`config.mk`:
```
export PLATFORM = sky130hd
export DESIGN_NAME = tcu_fedp_chain
export DESIGN_NICKNAME = d
export VERILOG_FILES = /design/src/rtl/tcu_fedp_chain.sv
export SDC_FILE = /design/constraint.sdc
export NUM_CORES = 1
export LEC_CHECK = 0
export CORE_AREA = 2 2 169 171
export CTS_CLUSTER_SIZE = 20
export DETAILED_ROUTE_END_ITERATION = 8
export DIE_AREA = 0 0 171 173
export GPL_TIMING_DRIVEN = 0
export MAX_ROUTING_LAYER = met4
export PLACE_DENSITY = 0.65
export SLEW_MARGIN = 20
export SYNTH_ARGS = -nofsm -noshare
export SYNTH_HDL_FRONTEND = slang
export SYNTH_SLANG_ARGS = --single-unit
```
`constraint.sdc`:
```
create_clock -name clk -period 1.9 [get_ports clk]
set_input_delay 0.38 -clock clk [delete_from_list [all_inputs] [get_ports clk]]
set_output_delay 0.38 -clock clk [all_outputs]
set_load 0.005 [all_outputs]
```
`src/rtl/tcu_fedp_chain.sv`:
```
// Chunk sequencer in front of the TCU fused dot-product unit: issues one N-wide chunk at a time
// and feeds each FEDP result back as the next chunk's c_val.
//   state | meaning
//   IDLE  | waiting for the first chunk of a dot product
//   ISSUE | one-cycle FEDP issue of the latched chunk
//   WAIT  | counting down the FEDP latency, captures d_val at zero
//   CHAIN | waiting for the next chunk of the current dot product
//   RESP  | holding the final result until accepted
module tcu_fedp_chain #(
  parameter int N              = 2,
  parameter int LATENCY        = 4,
  parameter int TAGW           = 8,
  parameter int CNTW           = 8,
  parameter int TCU_MAX_INPUTS = N
) (
  input  logic                      clk,
  input  logic                      reset,
  input  logic                      req_valid,
  output logic                      req_ready,
  input  logic                      req_first,
  input  logic                      req_last,
  input  logic [TAGW-1:0]           req_tag,
  input  logic [3:0]                req_fmt_s,
  input  logic [TCU_MAX_INPUTS-1:0] req_vld_mask,
  input  logic [N*32-1:0]           req_a_row,
  input  logic [N*32-1:0]           req_b_col,
  input  logic [31:0]               req_c_val,
  output logic                      fedp_enable,
  output logic [TCU_MAX_INPUTS-1:0] fedp_vld_mask,
  output logic [3:0]                fedp_fmt_s,
  output logic [N*32-1:0]           fedp_a_row,
  output logic [N*32-1:0]           fedp_b_col,
  output logic [31:0]               fedp_c_val,
  input  logic [31:0]               fedp_d_val,
  output logic                      rsp_valid,
  input  logic                      rsp_ready,
  output logic [31:0]               rsp_data,
  output logic [TAGW-1:0]           rsp_tag,
  output logic [CNTW-1:0]           rsp_chunks,
  output logic                      err_restart
);

  localparam int WW = (LATENCY > 1) ? $clog2(LATENCY) : 1;

  typedef enum logic [2:0] {S_IDLE, S_ISSUE, S_WAIT, S_CHAIN, S_RESP} state_t;

  state_t                    r_state, w_next;
  logic [31:0]               r_acc;
  logic [TAGW-1:0]           r_tag;
  logic [CNTW-1:0]           r_cnt;
  logic [WW-1:0]             r_wcnt;
  logic                      r_last;
  logic [3:0]                r_fmt;
  logic [TCU_MAX_INPUTS-1:0] r_mask;
  logic [N*32-1:0]           r_a;
  logic [N*32-1:0]           r_b;
  logic                      w_fire;
  logic                      w_start;

  assign req_ready   = !reset && (r_state == S_IDLE || r_state == S_CHAIN);
  assign w_fire      = req_valid && req_ready;
  // A first-flagged chunk inside a chain abandons the partial sum and starts over.
  assign w_start     = w_fire && (r_state == S_IDLE || req_first);
  assign err_restart = w_fire && (r_state == S_CHAIN) && req_first;

  assign fedp_enable   = !reset;
  assign fedp_vld_mask = (!reset && r_state == S_ISSUE) ? r_mask : '0;
  assign fedp_fmt_s    = r_fmt;
  assign fedp_a_row    = r_a;
  assign fedp_b_col    = r_b;
  assign fedp_c_val    = r_acc;

  assign rsp_valid  = !reset && (r_state == S_RESP);
  assign rsp_data   = r_acc;
  assign rsp_tag    = r_tag;
  assign rsp_chunks = r_cnt;

  always_comb begin
    w_next = r_state;
    case (r_state)
      S_IDLE, S_CHAIN: begin
        if (w_fire) begin
          if (req_vld_mask == '0) w_next = req_last ? S_RESP : S_CHAIN;
          else                    w_next = S_ISSUE;
        end
      end
      S_ISSUE: w_next = S_WAIT;
      S_WAIT:  if (r_wcnt == '0) w_next = r_last ? S_RESP : S_CHAIN;
      S_RESP:  if (rsp_ready) w_next = S_IDLE;
      default: w_next = S_IDLE;
    endcase
  end

  always_ff @(posedge clk) begin
    if (reset) begin
      r_state <= S_IDLE;
      r_acc   <= '0;
      r_tag   <= '0;
      r_cnt   <= '0;
      r_wcnt  <= '0;
      r_last  <= 1'b0;
      r_fmt   <= '0;
      r_mask  <= '0;
      r_a     <= '0;
      r_b     <= '0;
    end else begin
      r_state <= w_next;
      if (w_fire) begin
        r_a    <= req_a_row;
        r_b    <= req_b_col;
        r_fmt  <= req_fmt_s;
        r_mask <= req_vld_mask;
        r_last <= req_last;
        if (w_start) begin
          r_acc <= req_c_val;
          r_tag <= req_tag;
          r_cnt <= CNTW'(1);
        end else if (r_cnt != '1) begin
          r_cnt <= r_cnt + CNTW'(1);
        end
      end
      if (r_state == S_ISSUE) r_wcnt <= WW'(LATENCY - 1);
      if (r_state == S_WAIT) begin
        if (r_wcnt == '0) r_acc  <= fedp_d_val;
        else              r_wcnt <= r_wcnt - WW'(1);
      end
    end
  end

endmodule

```
==> results.md <==
* Synth cell count leaders: nand2_1 (281), dfxtp_1 (188), nand3_1 (140)
* Die area at 29600 um2
* R2R Setup Slk at 0.13 ns
* Cell taking the most area after synthesis: dfxtp_1
* Worst IR Drop VDD at 0.532 mV
* Area grow syn2layout at 76.0%
* Max-cap violations at 0
* First-pass iteration count of the detailed router at 5
* Mean routed wirelength per cell at 16.0 um
* CP Max Fanout at 4
* # DRC at 0
* Row count at 61
* CTS clk-pin slew, worst paths at roughly 0.070 ns
* Non-Filler Instances at about 1700
* Post-DP HPWL at around 21000 um
* First-pass GRT wire length at 41700 um
* Gr usage total at 0.185
* GPL Wtd Cong at 0.802
* Clk_skew at 0.0108 ns
* Vias/cell at around 4.5
* PwrDens at just under 900 nW/um2
* Core area at 27600 um2
* Num CTS Buffers at 17
* Avg Inst Size Synth at 8.51 um2
* RSZ-0062 raised after global routing: true
* Vias in the first global route at 7537
* P_sw at approximately 3.2 mW
* Top post-synthesis cells by area: dfxtp_1 (51%), nand2_1 (14%), nand3_1 (9.6%)
* Period utilization at 0.996
* Leakage at between 5 and 6 nW
* Root buf cell: clkbuf_16
* Worst Setup Path Type: reg2out
* Synthesized flop and latch total at 188
* GRT overflow at 0
* Post-synthesis cell count at 861
* Hold WS at ~0.45 ns
* Post-synthesis cell type count at 46
* Tmin final at 1.89 ns
* Latest clock arrival within the worst-skew pair at between 0.4 and 0.5 ns
* Dpl cells at 1668
* Setup tns final at 0 ns
* Die X at approximately 170 um
* Worst EP required at 1.52 ns
* Clock buffer depth at 2
* Combinational group share of total power at 0.258
* Async set-reset flop share out of synthesis at 0
* Sw Share at 0.283
* Yosys Warn Count at 0
* CTS tree: yes
* Startpoint types: flip-flop
* Tot Pwr at 11.3 mW
* FMAX at 0.528 GHz
* I/O pin cnt at 430
* Worst-margin pin slew at 0.527 ns
* Vias at between 7000 and 8000
* Share of layout cells above drive strength 1 at 0.106
* EDFF count, synth at 0
* Largest net degree at the start of global routing at 20
* Ys flop type: dfxtp_1
* Worst Hold Class: reg2reg
* Synth Net Count at between 1000 and 1500
* Slew Limit Fails at 0
* CTS sink count at 188
* H-tree level count at 4
* Register share of total power at 0.415
* Most frequent cell after synthesis: nand2_1
* CP cell instances: buf_6, xnor2_4, nand3_4, buf_8, nor2_1, buf_2
* Drt total wl at 27400 um
* Mapped Area at around 7300 um2
* Status: finished clean
* Internal at 8.08 mW
* Antenna viol nets, final at 0
* Synth top area share at 0.514
* Clock group share of total power at 0.328
* Die H at around 170 um
* Starting Density at 0.265
* Rel. slew slack at 0.649
* Seq/Total Area, Yosys at 0.514
* Initial antenna violation count at 0
* Endpoints failing setup at 0
* Crit path largest cell delay at 0.32 ns
* DRT iter0 DRCs at 335
* Final Util at 0.467
* Port Buffers at about 430
* Worst EP arrival at 1.51 ns
* Final Hold Fails at 0
* Nets at between 1500 and 2000
* Crit end category: output pin
* Diode count at 0
* Slowest-stage cell, CP: dfxtp_2
==> worst paths after layout <==
kind                                from                     endpoint  cells past startpoint
max              r_state[0]$_SDFFE_PP0P_                  err_restart                      6
min          fedp_b_col[41]$_SDFFE_PP0N_  fedp_b_col[41]$_SDFFE_PP0N_                      2
max reg2reg      r_state[2]$_SDFFE_PP0P_     fedp_c_val[4]$_SDFF_PP0_                      7
min reg2reg  fedp_b_col[41]$_SDFFE_PP0N_  fedp_b_col[41]$_SDFFE_PP0N_                      2
==> worst max-delay path: cells and delay by family, from the launching register on <==
kind | cells | cell delay [ns]
xor gates and xnor gates | 1 | 0.19
and+or+nand+nor | 2 | 0.18
DFF | 1 | 0.32
buffers and inverters | 3 | 0.41
==> flip-flops by register name (all words and copies together), names as in the netlist <==
signal and flops:
rsp_chunks 8, rsp_tag 8, fedp_b_col 64, fedp_fmt_s 4
fedp_c_val 32, r_state 3, r_mask 2, r_last 1
r_wcnt 2, fedp_a_row 64
==> repair_timing <==
item,4_1_cts,5_1_grt
setup buffers,10,2
resized for setup,51,14
pin swaps,7,3
gates cloned,0,0
hold buffers,0,0
endpoints found under the setup margin,96,140
==> per-layer routing <==
metal	share of wire	vias up	GRT usage
met1	0.40	3572	0.203
met5	0	-	-
met4	0.018	0	0.0477
li1	-	3778	-
met2	0.51	310	0.330
met3	0.076	30	0.0497
==> layout make-up <==
type                       count  area [um2]
inverter                       5        21.3
multi-input combinational    575        3050
sequential                   188        3770
clock inverter                14         173
clock buffer                  18         429
fill                        2754       14700
buffer                        93         612
tap                          378         473
timing repair buffer         441        4360
==> metrics by stage <==
| stage | area, um2 | setup slack [ns] |
|---|---|---|
| global placement | 12100 | -0.966 |
| floorplan | 7330 | 0.358 |
| finish | 12900 | 0.00673 |
| global route | 12900 | -0.0833 |
| CTS | 12900 | -0.0460 |
| detailed placement | 12100 | -0.970 |
==> cells by family (layout without fill, tap and decap cells) <==
logic type               count (synthesis)  in the layout  synth area share
AND/OR/NAND/NOR                        466            466             0.278
flip-flops                             188            188             0.514
buffers and inverters                   98            571            0.0767
AO/OA/AOI/OAI                           66             66            0.0716
multiplexers                            41             41            0.0560
adder cells (fa/ha/maj)                  1              1           0.00171
XOR/XNOR                                 1              1           0.00222
==> cell usage in the layout (no fill, tap or decap), drive strengths merged, types with 8 or more instances in the layout <==
cell | Yosys | layout
buf | 72 | 87
inv | 5 | 13
mux2i | 41 | 41
a21oi | 8 | 8
nor2 | 17 | 17
o2bb2ai | 33 | 33
clkdlybuf4s50 | 0 | 422
nand2 | 281 | 281
clkbuf | 21 | 41
dfxtp | 188 | 188
nand3 | 140 | 140
==> power groups by stage <==
| stage | clock network, mW | logic (mW) | registers [mW] |
|---|---|---|---|
| after global routing | 4.00 | 3.15 | 4.73 |
| after global placement | 0 | 2.81 | 4.74 |
| after detailed placement | 0 | 2.83 | 4.76 |
| final | 3.69 | 2.90 | 4.67 |
| after floorplan | 0 | 0.988 | 4.76 |
| after CTS | 3.82 | 2.92 | 4.68 |
Note: power is estimated with default switching activity, not from simulation.
